### src/rtl/pc_fetch.sv
// Instruction-fetch stage: owns the PC, reads instruction memory over req/ready and
// presents {pc, pc_4, instr} to IF/ID, discarding wrong-path reads on redirects.
module pc_fetch #(
  parameter logic [31:0] RESET_PC   = 32'h0000_0000,
  parameter int unsigned WAIT_LIMIT = 16
) (
  input  logic        clk,
  input  logic        reset,
  input  logic        pc_write,
  input  logic        branch_taken,
  input  logic [31:0] branch_target,
  input  logic        jump,
  input  logic [31:0] jump_target,
  input  logic        imem_ready,
  input  logic [31:0] imem_rdata,
  output logic        imem_req,
  output logic [31:0] imem_addr,
  output logic [31:0] pc,
  output logic [31:0] pc_4,
  output logic [31:0] instr,
  output logic        fetch_valid,
  output logic        fetch_stall,
  output logic        imem_err
);

  typedef enum logic [1:0] {IDLE, REQ, HOLD, DRAIN} state_t;

  localparam logic [7:0] LIMIT = 8'(WAIT_LIMIT);

  state_t      state_q, state_d;
  logic [31:0] pc_reg_q, pc_reg_d;
  logic [31:0] redirect_pc_q, redirect_pc_d;
  logic [31:0] pc_q, pc_d;
  logic [31:0] pc_4_q, pc_4_d;
  logic [31:0] instr_q, instr_d;
  logic        fetch_valid_q, fetch_valid_d;
  logic        imem_err_q, imem_err_d;
  logic [7:0]  wait_cnt_q, wait_cnt_d;
  logic        req;
  logic        redirect;
  logic        consume;
  logic [31:0] target;

  // Branch wins over jump; targets are always word aligned.
  assign redirect = branch_taken | jump;
  assign target   = (branch_taken ? branch_target : jump_target) & 32'hFFFF_FFFC;
  assign consume  = fetch_valid_q & pc_write;

  always_comb begin
    state_d       = state_q;
    pc_reg_d      = pc_reg_q;
    redirect_pc_d = redirect_pc_q;
    pc_d          = pc_q;
    pc_4_d        = pc_4_q;
    instr_d       = instr_q;
    fetch_valid_d = fetch_valid_q;
    wait_cnt_d    = wait_cnt_q;
    imem_err_d    = imem_err_q;
    req           = 1'b0;

    unique case (state_q)
      IDLE: begin
        state_d = REQ;
        if (redirect) pc_reg_d = target;
      end
      REQ: begin
        req = 1'b1;
        if (imem_ready && !redirect) begin
          pc_d          = pc_reg_q;
          pc_4_d        = pc_reg_q + 32'd4;
          instr_d       = imem_rdata;
          fetch_valid_d = 1'b1;
          state_d       = HOLD;
        end else if (imem_ready) begin
          pc_reg_d = target;
        end else if (redirect) begin
          // Read is still in flight; the address must stay put until it returns.
          redirect_pc_d = target;
          state_d       = DRAIN;
        end
      end
      HOLD: begin
        if (redirect) begin
          fetch_valid_d = 1'b0;
          pc_reg_d      = target;
          state_d       = REQ;
        end else if (consume) begin
          fetch_valid_d = 1'b0;
          pc_reg_d      = pc_reg_q + 32'd4;
          state_d       = REQ;
        end
      end
      DRAIN: begin
        req = 1'b1;
        if (imem_ready) begin
          pc_reg_d = redirect ? target : redirect_pc_q;
          state_d  = REQ;
        end else if (redirect) begin
          redirect_pc_d = target;
        end
      end
      default: state_d = IDLE;
    endcase

    // Saturating watchdog on outstanding reads; error is sticky.
    if (imem_ready) begin
      wait_cnt_d = 8'd0;
    end else if (req && wait_cnt_q != LIMIT) begin
      wait_cnt_d = wait_cnt_q + 8'd1;
    end
    if (req && !imem_ready && wait_cnt_q == LIMIT - 8'd1) imem_err_d = 1'b1;
  end

  always_ff @(posedge clk or negedge reset) begin
    if (!reset) begin
      state_q       <= IDLE;
      pc_reg_q      <= RESET_PC;
      redirect_pc_q <= 32'd0;
      pc_q          <= 32'd0;
      pc_4_q        <= 32'd0;
      instr_q       <= 32'd0;
      fetch_valid_q <= 1'b0;
      imem_err_q    <= 1'b0;
      wait_cnt_q    <= 8'd0;
    end else begin
      state_q       <= state_d;
      pc_reg_q      <= pc_reg_d;
      redirect_pc_q <= redirect_pc_d;
      pc_q          <= pc_d;
      pc_4_q        <= pc_4_d;
      instr_q       <= instr_d;
      fetch_valid_q <= fetch_valid_d;
      imem_err_q    <= imem_err_d;
      wait_cnt_q    <= wait_cnt_d;
    end
  end

  assign imem_req    = req;
  assign imem_addr   = pc_reg_q;
  assign pc          = pc_q;
  assign pc_4        = pc_4_q;
  assign instr       = instr_q;
  assign fetch_valid = fetch_valid_q;
  assign fetch_stall = ~fetch_valid_q;
  assign imem_err    = imem_err_q;

endmodule

### config.mk
export PLATFORM = sky130hd
export DESIGN_NAME = pc_fetch
export DESIGN_NICKNAME = d
export VERILOG_FILES = /design/src/rtl/pc_fetch.sv
export SDC_FILE = /design/constraint.sdc
export NUM_CORES = 1
export LEC_CHECK = 0
export BUFFER_PORTS_ARGS = -buffer_cell sky130_fd_sc_hd__buf_2
export CORE_ASPECT_RATIO = 0.7
export CORE_MARGIN = 3
export CORE_UTILIZATION = 50
export CTS_CLUSTER_DIAMETER = 60
export DETAILED_ROUTE_END_ITERATION = 8
export GPL_ROUTABILITY_DRIVEN = 0
export PLACE_DENSITY = 0.74
export RECOVER_POWER = 25
export SETUP_SLACK_MARGIN = 0.4
export SLEW_MARGIN = 15
export SYNTH_ARGS = -nofsm -noshare
export SYNTH_HDL_FRONTEND = slang
export SYNTH_SLANG_ARGS = --single-unit
### constraint.sdc
create_clock -name clk -period 2.3 [get_ports clk]
set_input_delay 0.69 -clock clk [delete_from_list [all_inputs] [get_ports clk]]
set_output_delay 0.69 -clock clk [all_outputs]
set_load 0.005 [all_outputs]
* After elaboration in Yosys (flattened, before gate mapping)
Cells that the tools add are included.
Operators by class: $add $sub $neg 2, equal/unequal tests 13, muxes and demuxes 26, bitwise gates (word level) 3, reductions and logical operators 16
Operator list (number):
- $mux 32 | 10
- $pmux 32 s4 | 1
- $pmux 32 s2 | 1
- $add 32x3->32 const B | 1
- $mux 8 | 2
- $mux 2 | 6
- $ne 2x2->1 const B | 5
- $ne 3x3->1 const B | 3
- $add 8x1->8 const B | 1
- $eq 8x4->1 const B | 1
- $ne 8x5->1 const B | 1
- $pmux 2 s4 | 1
- $reduce_bool 2->1 | 3
- $reduce_and 5->1 | 1
- $eq 2x2->1 const B | 2
- $logic_and 1x1->1 | 4
- $mux 1 | 4
- $reduce_and 2->1 | 2
- $reduce_and 4->1 | 1
- $reduce_and 3->1 | 1
- $eq 2x1->1 const B | 1
- $logic_not 1->1 | 2
- $logic_not 2->1 | 1
- $pmux 1 s2 | 1
- other kinds (4) | 4
Storage, ports and cells: flip-flop bits (word level) 172, input port bits 102, output and inout port bits 132, word-level logic and storage cells 69

* Depth between registers and ports, before layout
depth after elaboration 6, depth in mapped cells 9, depth with buffers taken out 7

* Worst setup path after synthesis
OpenSTA, ideal clock, no wires.
kind input-to-reg, from in branch_taken, to reg instr_q[8] (netlist: instr[8]), setup time 0.128 ns, arrival time 1.962 ns, data required time 2.172 ns, setup slack 0.211 ns, stages on the path 7, buffers on the path 3, cell sequence buf_2 nor2_4 nand2_1 or3_1 buf_4 buf_6 mux2_1
Between the ends: cells in the longest elaborated chain, start to end 4
Ends and longest elaborated chain:
- start: declaration | line 10 | input logic branch_taken,
- $or 1x1->1 | line 45 | assign redirect = branch_taken | jump;
- $logic_not 1->1 | line 68 | if (imem_ready && !redirect) begin
- $logic_and 1x1->1 | line 68
- $reduce_and 2->1 (no line)
- end signal: assignment | line 131 | instr_q <= instr_d;
- end: declaration | line 35 | logic [31:0] instr_q, instr_d;
No other way between the ends. A chain may end at the register's enable or synchronous reset.

* Worst setup path in the final report
from reg pc_reg_q[3] (netlist: imem_addr[3]), to reg pc_reg_q[22] (netlist: imem_addr[22])
Between the ends: cells in the longest elaborated chain, start to end 4
Ends and longest elaborated chain:
- start: declaration | line 31 | logic [31:0] pc_reg_q, pc_reg_d;
- start signal: assignment | line 127 | pc_reg_q <= pc_reg_d;
- $add 32x3->32 | line 89 | pc_reg_d = pc_reg_q + 32'd4;
- $mux 32 | line 87 | end else if (consume) begin
- $mux 32 | line 83 | if (redirect) begin
- $pmux 32 s4 | line 61 | unique case (state_q)
No other way between the ends. The select of a mux whose other input is x is not followed.

==> impl_metrics.tcl <==
set metrics [dict create \
    status "finished clean" \
    finalCritPeriodShare_pct 82.78 \
    synth_top_area_share_pct 48.08 \
    grt_pass1_vias 7452 \
    p_switching_w 0.003162 \
    hp-class "flop to flop" \
    synth-edff-count 0 \
    io_buffers 229 \
    core_um2 17270 \
    post-route-min-period_ns 1.904 \
    grt_max_degree 47 \
    postCtsHoldBufs 0 \
    grtUsageTotal_pct 25.69 \
    critical_path.cell_chain "ha_2, and4_1, and3_4, buf_4, nand4_1, a21o_1, a22o_1" \
    area_growth_pct 29.55 \
    critPathArrivalTime_ns 2.23 \
    cts_tree "yes" \
    clkSinkCount 170 \
    firstDrtPassIters 5 \
    synth.distinct_cells 68 \
    drv_slew 0 \
    crit_start "imem_addr[3]" \
    fin_skew_ns 0.01015 \
    r2r_cells 7 \
    maxCapViolations 0 \
    viasPerCell 5.605 \
    cts_buffers 17 \
    dieHeight_um 117.3 \
    hold_depth 1 \
    die_area_um2 19350 \
    drt_iter0_drc 607 \
    ys_ff_latch 170 \
    worstPathRequired_ns 2.63 \
    fmax_mhz 525.3 \
    crit_type "flop to flop" \
    yosys-top-cells-count "170 x dfrtp_1, 105 x nand2_1, 66 x o21ai_0" \
    slowest_delay_ns 0.37 \
    diodes 0 \
    ys_top_cells_by_area "dfrtp_1 48%, mux2_4 6.1%, nand2_1 4.5%" \
    clkTransAtPathRegs_ns 0.07 \
    fin_area_um2 11460 \
    p_clk_share_pct 28.6 \
    htreeDepth 4 \
    cp_num_buf_inv 1 \
    fin_util_pct 66.39 \
    hold_viol_final 0 \
    pwr-share-seq_pct 41.9 \
    fill_cells 1368 \
    avgSynthCellArea_um2 10.41 \
    leakage_nw 5.615 \
    clkLatencyLatePin_ns 0.44 \
    die_w_um 165 \
    end_kind "flop" \
    hold_slack_ns 0.4562 \
    placedInstanceArea_um2 10740 \
    rsz0062_at_grt "true" \
    syn_nets 955 \
    grt-ovfl-total 0 \
    drtAntennaViolNets 0 \
    hold_start "imem_err" \
    drc_errors 0 \
    yosysMostFrequentCell "dfrtp_1" \
    hold_end "imem_err" \
    fp-row-count 40 \
    clockRootBuffer "clkbuf_16" \
    wl_per_cell_um 18.18 \
    internal_power_w 0.007010 \
    r2r_end "imem_addr[22]" \
    worst_pin_slew_ns 1.272 \
    dpl.hpwl_um 17940 \
    grt_pass1_wl_um 39350 \
    max_slew_margin_pct 15.22 \
    setup_viol 0 \
    async_flop_share_pct 100.0 \
    nets 1223 \
    multi_input_area_um2 4335 \
    io_pins 234 \
    synth_flop_cell "dfrtp_1" \
    synthCells 850 \
    power_frac_comb_pct 29.5 \
    cts_max_path_buffers 2 \
    finalWirelength_um 24760 \
    reg2reg_from "imem_addr[3]" \
    power_density_nw_per_um2 887.3 \
    crit_slowest_cell "dfrtp_1" \
    start_kind "flop" \
    cp_top_family "simple AND/OR/NAND/NOR gates" \
    syn-cell-area_um2 8848 \
    grt_antenna_before_repair 0 \
    max-vdd-ir-drop_uv 543.9 \
    layout-drive-gt1-share_pct 39.26 \
    via_count 7634 \
    crit_fanout 7 \
    rrSetupSlack_ns 0.40 \
    yosysTopAreaCell "dfrtp_1" \
    yosysWarningCount 0 \
    ys_seq_area_share_pct 48.08 \
    regArea_um2 4263 \
    switching_share_pct 31.09 \
    start_util_pct 51.25 \
]
[worst max-delay path by stage]
stage | cells after the start | end | slack (ns)
after floorplan | 7 | instr[0] | 0.21
after global placement | 8 | imem_addr[13] | -0.005
after detailed placement | 8 | imem_addr[13] | -0.03
after CTS | 5 | imem_addr[27] | 0.37
after global routing | 2 | redirect_pc_q[12] | 0.17
final | 7 | imem_addr[22] | 0.40
[cell usage in the layout (no fill, tap or decap), types with 5 or more instances in the layout]
master,n
nor3_1,7
mux2_1,12
o21ai_0,64
dfrtp_2,7
buf_4,67
a31oi_1,7
xor2_1,14
xnor2_1,20
inv_1,12
nor2_1,47
nand2b_1,5
nand2_1,105
clkbuf_16,17
buf_6,5
inv_6,6
mux2_4,52
buf_2,228
a21o_1,5
mux2i_1,36
o2bb2ai_1,16
buf_12,11
nand4_1,13
nand3_1,24
mux2_2,6
a21oi_1,26
and3_1,6
dfrtp_1,163
o21ai_1,35
[registers in the layout, indices dropped and copies added (netlist names)]
name,flops
pc,32
state_q,2
imem_err,1
fetch_valid,1
imem_addr,32
wait_cnt_q,8
redirect_pc_q,32
pc_4,30
instr,32
[power groups by stage]
stage	registers [W]	logic [W]	clock network, W
6_report	0.00426	0.00300	0.00291
2_1_floorplan	0.00434	0.00147	0
4_1_cts	0.00425	0.00300	0.00296
3_5_place_dp	0.00429	0.00297	0
3_3_place_gp	0.00425	0.00290	0
5_1_grt	0.00436	0.00330	0.00309
[logic make-up after synthesis]
group           count (synthesis)  share of synthesized area [%]
compound gates                203                          14.49
buf+inv                        79                          5.034
fa+ha+maj                       3                         0.4243
xor+xnor                       35                          3.464
flops                         170                          48.08
mux                           107                          14.62
simple gates                  253                          13.89
[timing repair]
action | CTS | global route
resized for setup | 12 | 23
setup buffers | 1 | 3
pin swaps | 2 | 6
setup endpoints to repair | 18 | 28
[through the flow]
step                setup slack [ns]  instances   TNS [ns]  total power (W)
global route                  0.1696       1362          0          0.01074
finish                        0.3962       1362          0          0.01017
floorplan                     0.2118        850          0         0.005812
global placement           -0.004519       1326  -0.004519         0.007153
detailed placement          -0.03396       1326   -0.03396         0.007256
CTS                           0.3737       1359          0          0.01021
[routing by layer]
metal	global-route usage [%]	part of all wire [%]	vias to the layer above
met1	37.52	46	3676
li1	-	-	3564
met3	5.544	7.6	31
met5	0	0	-
met2	38.31	45	363
met4	7.858	1.6	0
[layout make-up]
type | count | area share [%]
repair buffers | 315 | 16.91
multi-input cells | 601 | 37.82
well taps | 231 | 2.521
clock inverters | 14 | 1.397
inverters | 13 | 0.4257
flip-flops and latches | 170 | 37.19
clock buffers | 18 | 3.744
No activity file was read; power rests on OpenSTA's default activity.
